## src/rtl/pkt_framer.sv

```systemverilog
// Packet framer: registers each accepted flit and tags it with head/tail/format framing.
// Optional build macro PKT_ID_CHECK_EN adds per-packet vc/id/req consistency checking (err_id).
module pkt_framer #(
    parameter bit ZERO_LEN_MAX = 1'b1
) (
    input  logic        clk,
    input  logic        rst,
    input  logic        in_valid,
    output logic        in_ready,
    input  logic [39:0] in_flit,
    output logic        out_valid,
    input  logic        out_ready,
    output logic [39:0] out_flit,
    output logic        out_head,
    output logic        out_tail,
    output logic [3:0]  out_fmt,
    output logic        err_fmt,
    output logic        err_id
);

    localparam logic [3:0] FmtLongRead   = 4'd0;
    localparam logic [3:0] FmtLongWrite  = 4'd1;
    localparam logic [3:0] FmtMemResp    = 4'd2;
    localparam logic [3:0] FmtMsg        = 4'd3;
    localparam logic [3:0] FmtShortWrite = 4'd6;

    typedef enum logic {StHead, StBody} state_e;

    state_e      state_q, state_d;
    logic [7:0]  rem_q, rem_d;
    logic [3:0]  fmt_q, fmt_d;
    logic        out_valid_q, out_valid_d;
    logic [39:0] out_flit_q, out_flit_d;
    logic        out_head_q, out_head_d;
    logic        out_tail_q, out_tail_d;
    logic [3:0]  out_fmt_q, out_fmt_d;
    logic        err_fmt_q, err_fmt_d;

    logic [3:0]  hdr_fmt;
    logic [7:0]  len7_words, len4_words, hdr_words;
    logic        xfer_in;

`ifdef PKT_ID_CHECK_EN
    logic [7:0]  tag_q, tag_d;
    logic        err_id_q, err_id_d;
`endif

    // Total packet length in words, decoded from a header flit.
    always_comb begin
        hdr_fmt    = in_flit[31:28];
        len7_words = (ZERO_LEN_MAX && in_flit[6:0] == 7'd0) ? 8'd128 : {1'b0, in_flit[6:0]};
        len4_words = (ZERO_LEN_MAX && in_flit[3:0] == 4'd0) ? 8'd16 : {4'd0, in_flit[3:0]};
        case (hdr_fmt)
            FmtLongRead:   hdr_words = 8'd2;
            FmtLongWrite:  hdr_words = 8'd2 + len7_words;
            FmtMemResp:    hdr_words = 8'd1 + len7_words;
            FmtMsg:        hdr_words = 8'd1 + len7_words;
            FmtShortWrite: hdr_words = 8'd1 + len4_words;
            default:       hdr_words = 8'd1;
        endcase
    end

    always_comb begin
        in_ready    = !out_valid_q || out_ready;
        xfer_in     = in_valid && in_ready;
        state_d     = state_q;
        rem_d       = rem_q;
        fmt_d       = fmt_q;
        out_valid_d = out_valid_q && !out_ready;
        out_flit_d  = out_flit_q;
        out_head_d  = out_head_q;
        out_tail_d  = out_tail_q;
        out_fmt_d   = out_fmt_q;
        err_fmt_d   = 1'b0;
`ifdef PKT_ID_CHECK_EN
        tag_d       = tag_q;
        err_id_d    = 1'b0;
`endif
        if (xfer_in) begin
            out_valid_d = 1'b1;
            out_flit_d  = in_flit;
            if (state_q == StHead) begin
                out_head_d = 1'b1;
                out_fmt_d  = hdr_fmt;
                rem_d      = hdr_words - 8'd1;
                err_fmt_d  = hdr_fmt > FmtShortWrite;
                if (hdr_words == 8'd1) begin
                    out_tail_d = 1'b1;
                end else begin
                    out_tail_d = 1'b0;
                    state_d    = StBody;
                    fmt_d      = hdr_fmt;
`ifdef PKT_ID_CHECK_EN
                    tag_d      = in_flit[39:32];
`endif
                end
            end else begin
                out_head_d = 1'b0;
                out_fmt_d  = fmt_q;
                rem_d      = rem_q - 8'd1;
                out_tail_d = rem_q == 8'd1;
                if (rem_q == 8'd1) begin
                    state_d = StHead;
                end
`ifdef PKT_ID_CHECK_EN
                err_id_d = in_flit[39:32] != tag_q;
`endif
            end
        end
    end

    always_ff @(posedge clk or posedge rst) begin
        if (rst) begin
            state_q     <= StHead;
            rem_q       <= 8'd0;
            fmt_q       <= 4'd0;
            out_valid_q <= 1'b0;
            out_flit_q  <= 40'd0;
            out_head_q  <= 1'b0;
            out_tail_q  <= 1'b0;
            out_fmt_q   <= 4'd0;
            err_fmt_q   <= 1'b0;
        end else begin
            state_q     <= state_d;
            rem_q       <= rem_d;
            fmt_q       <= fmt_d;
            out_valid_q <= out_valid_d;
            out_flit_q  <= out_flit_d;
            out_head_q  <= out_head_d;
            out_tail_q  <= out_tail_d;
            out_fmt_q   <= out_fmt_d;
            err_fmt_q   <= err_fmt_d;
        end
    end

`ifdef PKT_ID_CHECK_EN
    always_ff @(posedge clk or posedge rst) begin
        if (rst) begin
            tag_q    <= 8'd0;
            err_id_q <= 1'b0;
        end else begin
            tag_q    <= tag_d;
            err_id_q <= err_id_d;
        end
    end
    assign err_id = err_id_q;
`else
    assign err_id = 1'b0;
`endif

    assign out_valid = out_valid_q;
    assign out_flit  = out_flit_q;
    assign out_head  = out_head_q;
    assign out_tail  = out_tail_q;
    assign out_fmt   = out_fmt_q;
    assign err_fmt   = err_fmt_q;

endmodule

```

## config.mk

```make
export PLATFORM = sky130hd
export DESIGN_NAME = pkt_framer
export DESIGN_NICKNAME = d
export VERILOG_FILES = /design/src/rtl/pkt_framer.sv
export SDC_FILE = /design/constraint.sdc
export NUM_CORES = 1
export LEC_CHECK = 0
export ABC_AREA = 1
export BUFFER_PORTS_ARGS = -buffer_cell sky130_fd_sc_hd__buf_2
export CAP_MARGIN = 40
export CORE_UTILIZATION = 56
export DETAILED_ROUTE_END_ITERATION = 8
export PLACE_DENSITY = 0.9
export RECOVER_POWER = 50
export SLEW_MARGIN = 0
export SYNTH_ARGS = -nofsm -noshare
export SYNTH_HDL_FRONTEND = slang
export SYNTH_SLANG_ARGS = --single-unit
```

## constraint.sdc

```tcl
create_clock -name clk -period 4.3 [get_ports clk]
set_clock_uncertainty 0.2 [all_clocks]
set_input_delay 0.215 -clock clk [delete_from_list [all_inputs] [get_ports clk]]
set_output_delay 0.215 -clock clk [all_outputs]
set_load 0.01 [all_outputs]
```

==> flow_summary.yaml <==
detailed_routing:
  wirelength_met1_um: 3801
  dr.pass1.iters: 5
  ant_nets: 0
  wl_met2_um: 4827
  dr.max_layer_used: "met4"
  viasPerCell: 5.433
  drt_wl_total_um: 9641
  drc: 0
  vias: 3352
  drt_iter0_drc: 276
  post_drt_wl_per_cell_um: 15.63
  wl_met3_um: 726
power:
  p_leak_nw: 2.187
  p_sw_frac: 0.3321
  clock_power_share: 0.323
  net-switching-power_w: 0.0006446
  p_int_w: 0.001296
  seq_power_share: 0.414
  ir_drop_uv: 344.4
  powerDensity_nw_per_um2: 456.0
  pwr-share-comb: 0.263
timing:
  finalCritPeriodShare: 0.5941
  fin_setup_tns_ns: 0
  setup_violations: 0
  slew_headroom: 0.02393
  worst_pin_slew_ns: 1.464
  finalHoldViolCount: 0
  slew_violations: 0
  fin_crit_ns: 2.555
  rsz0062_at_grt: "false"
  clock.fmax_ghz: 0.3914
clock_tree:
  clk_pin_slew_ns: 0.07
  clockBufferDepth: 2
  clockRootBuffer: "clkbuf_8"
  numClockSinks: 61
  insertion_delay_ns: 0.34
  cts_htree_levels: 3
  cts_tree: "done"
  cts_buffers: 9
layout:
  area_delta_synth_final_pct: 33.05
  antenna_cells: 0
  layout.nets: 591
  fin_util: 0.7730
  fin_area_um2: 4257
  final-seq-area_um2: 1526
  multi_input_area_um2: 1475
  fillCellCount: 377
  drive_gt1_frac: 0.1798
grt:
  grt_pass1_wl_um: 15660
  grt_pass1_vias: 3239
  grt.total_usage: 0.3404
  overflow: 0
  grt_max_degree: 62
  antenna_found_initial: 0
die:
  die_h_um: 77.59
  core_area_um2: 5507
  initial_core_util: 0.5810
  fp.dieArea_um2: 6019
  io_pins: 94
  dieWidth_um: 77.59
  rows: 27
setup_path:
  crit_type: "input pin to flop"
  cp-start-kind: "input pin"
  worstPathRequired_ns: 4.33
  path_max_fanout: 30
  worst_setup_path_end_kind: "flop"
  critPathArrivalTime_ns: 2.59
placement:
  dpl_cell_area_um2: 3720
  port_buffers: 92
  place_hpwl_um: 5854
  routabilityCongestion: 0.8971
synthesis:
  async_flop_share: 1.000
  synthesis.area_um2: 3199
  avgSynthCellArea_um2: 7.803
  synthDistinctLibCells: 35
  synth_warnings: 0
  synthCells: 410
  yosysSeqAreaShare: 0.4771
  ys_ff_latch: 61
  postSynthNetCount: 461
  synth_ff_type: "dfrtp_1"
  synth-edff-count: 0
run_status:
  status: "completed"
flow_run:
  cap_viol_max_count: 0
min_path:
  hold_path_class: "input pin to flop"
-- cell usage after synthesis, types with 2 or more instances --
cell type | instances | area, um2
nor2_4 | 3 | 33.78
nand3_2 | 2 | 20.02
o22ai_1 | 6 | 37.54
xor2_1 | 2 | 17.52
o21ai_1 | 2 | 10.01
nor3_1 | 2 | 10.01
nand2_4 | 2 | 22.52
buf_1 | 2 | 7.510
a21oi_1 | 11 | 55.05
a221oi_1 | 2 | 17.52
inv_2 | 7 | 26.28
ha_1 | 7 | 87.58
nand4_1 | 2 | 12.51
nor2_8 | 2 | 40.04
nand3_1 | 25 | 125.1
nor2_2 | 9 | 56.30
clkbuf_1 | 9 | 33.78
nand2_2 | 8 | 50.05
o21ai_0 | 14 | 70.07
inv_1 | 28 | 105.1
dfrtp_1 | 61 | 1526
nand2_1 | 172 | 645.6
nor2_1 | 20 | 75.07
-- layout by cell type, fill, tap and decap left out, types with 3 or more instances in the layout --
master           n
a21oi_1         11
buf_2           43
buf_4            3
bufinv_16        3
clkbuf_1        51
clkbuf_8        10
dfrtp_1         61
dlygate4sd3_1   36
ha_1             7
inv_1           28
inv_2            7
nand2_1        172
nand2_2          8
nand3_1         25
nor2_1          20
nor2_2           9
nor2_4           3
o21ai_0         14
o22ai_1          6
-- final cells by class --
class | count | area share
multi-input combinational | 300 | 0.3466
tap | 72 | 0.02116
sequential | 61 | 0.3586
timing repair buffer | 132 | 0.1849
inverter | 36 | 0.03233
clock inverter | 4 | 0.02234
clock buffer | 12 | 0.03410
-- critical path: stages --
cell	delay, ns
dlygate4sd3_1	0.54
buf_2	0.12
nand2_1	0.08
buf_4	0.23
inv_1	0.47
buf_4	0.35
nand2_1	0.17
inv_1	0.15
o41ai_1	0.11
nand2_1	0.09
nor2_1	0.04
-- repair_timing --
| action | CTS | global route |
|---|---|---|
| endpoints found under the hold margin | 97 | 0 |
| setup buffers | 0 | 0 |
| gates resized for setup | 0 | 0 |
| hold buffers | 36 | 0 |
-- power groups by stage --
| stage | registers [W] | clock network [W] | logic [W] |
|---|---|---|---|
| after CTS | 0.000790 | 0.000621 | 0.000518 |
| after global routing | 0.000812 | 0.000656 | 0.000566 |
| final | 0.000803 | 0.000627 | 0.000511 |
| after global placement | 0.000792 | 0 | 0.000467 |
| after floorplan | 0.000821 | 0 | 0.000274 |
| after detailed placement | 0.000800 | 0 | 0.000486 |
-- path summary, 6_finish.rpt --
path                                               start                  endpoint  slack (ns)  cells after the start
max in group asynchronous                            rst   out_flit[0]$_DFFE_PP0P_        2.30                      4
worst max-delay path                            in_valid      out_tail$_DFFE_PP0P_        1.75                     11
min in group asynchronous                            rst  out_flit[25]$_DFFE_PP0P_        0.72                      4
worst max register to register       out_valid$_DFF_PP0_      out_tail$_DFFE_PP0P_        1.75                     10
worst min register to register  out_flit[19]$_DFFE_PP0P_  out_flit[19]$_DFFE_PP0P_        0.28                      2
worst min-delay path                          in_flit[2]   out_flit[2]$_DFFE_PP0P_        0.08                      3
-- routing by layer --
| metal | up-vias | global-route usage |
|---|---|---|
| met5 | - | 0 |
| met4 | 0 | 0.1623 |
| met3 | 29 | 0.07765 |
| met2 | 181 | 0.5735 |
| met1 | 1592 | 0.4124 |
| li1 | 1550 | - |
-- cell families (layout without fill, tap and decap cells) --
logic type | count (synthesis) | count (layout) | synth area share
DFF | 61 | 61 | 0.4771
buffers and inverters | 49 | 184 | 0.06179
adders and majority gates | 7 | 7 | 0.02737
and+or+nand+nor | 250 | 250 | 0.3516
AOI/OAI and AO/OA | 39 | 39 | 0.07275
xor gates and xnor gates | 3 | 3 | 0.008214
other | 1 | 1 | 0.001172
-- through the flow --
stage,hold slack (ns),setup WS (ns),power [W],instances
finish,0.07637,1.745,0.001941,617
global route,0.09694,1.637,0.002035,617
CTS,0.07072,1.837,0.001928,617
detailed placement,0.2147,1.913,0.001286,565
global placement,0.2102,1.949,0.001259,565
floorplan,0.1145,2.370,0.001095,410
-- flip-flops by register name, summed over array words and instances (netlist names) --
name,flops
out_fmt,4
err_fmt,1
out_head,1
out_flit,40
fmt_q,4
out_tail,1
rem_q,8
state_q,1
out_valid,1
(Power assumes the default switching activity.)
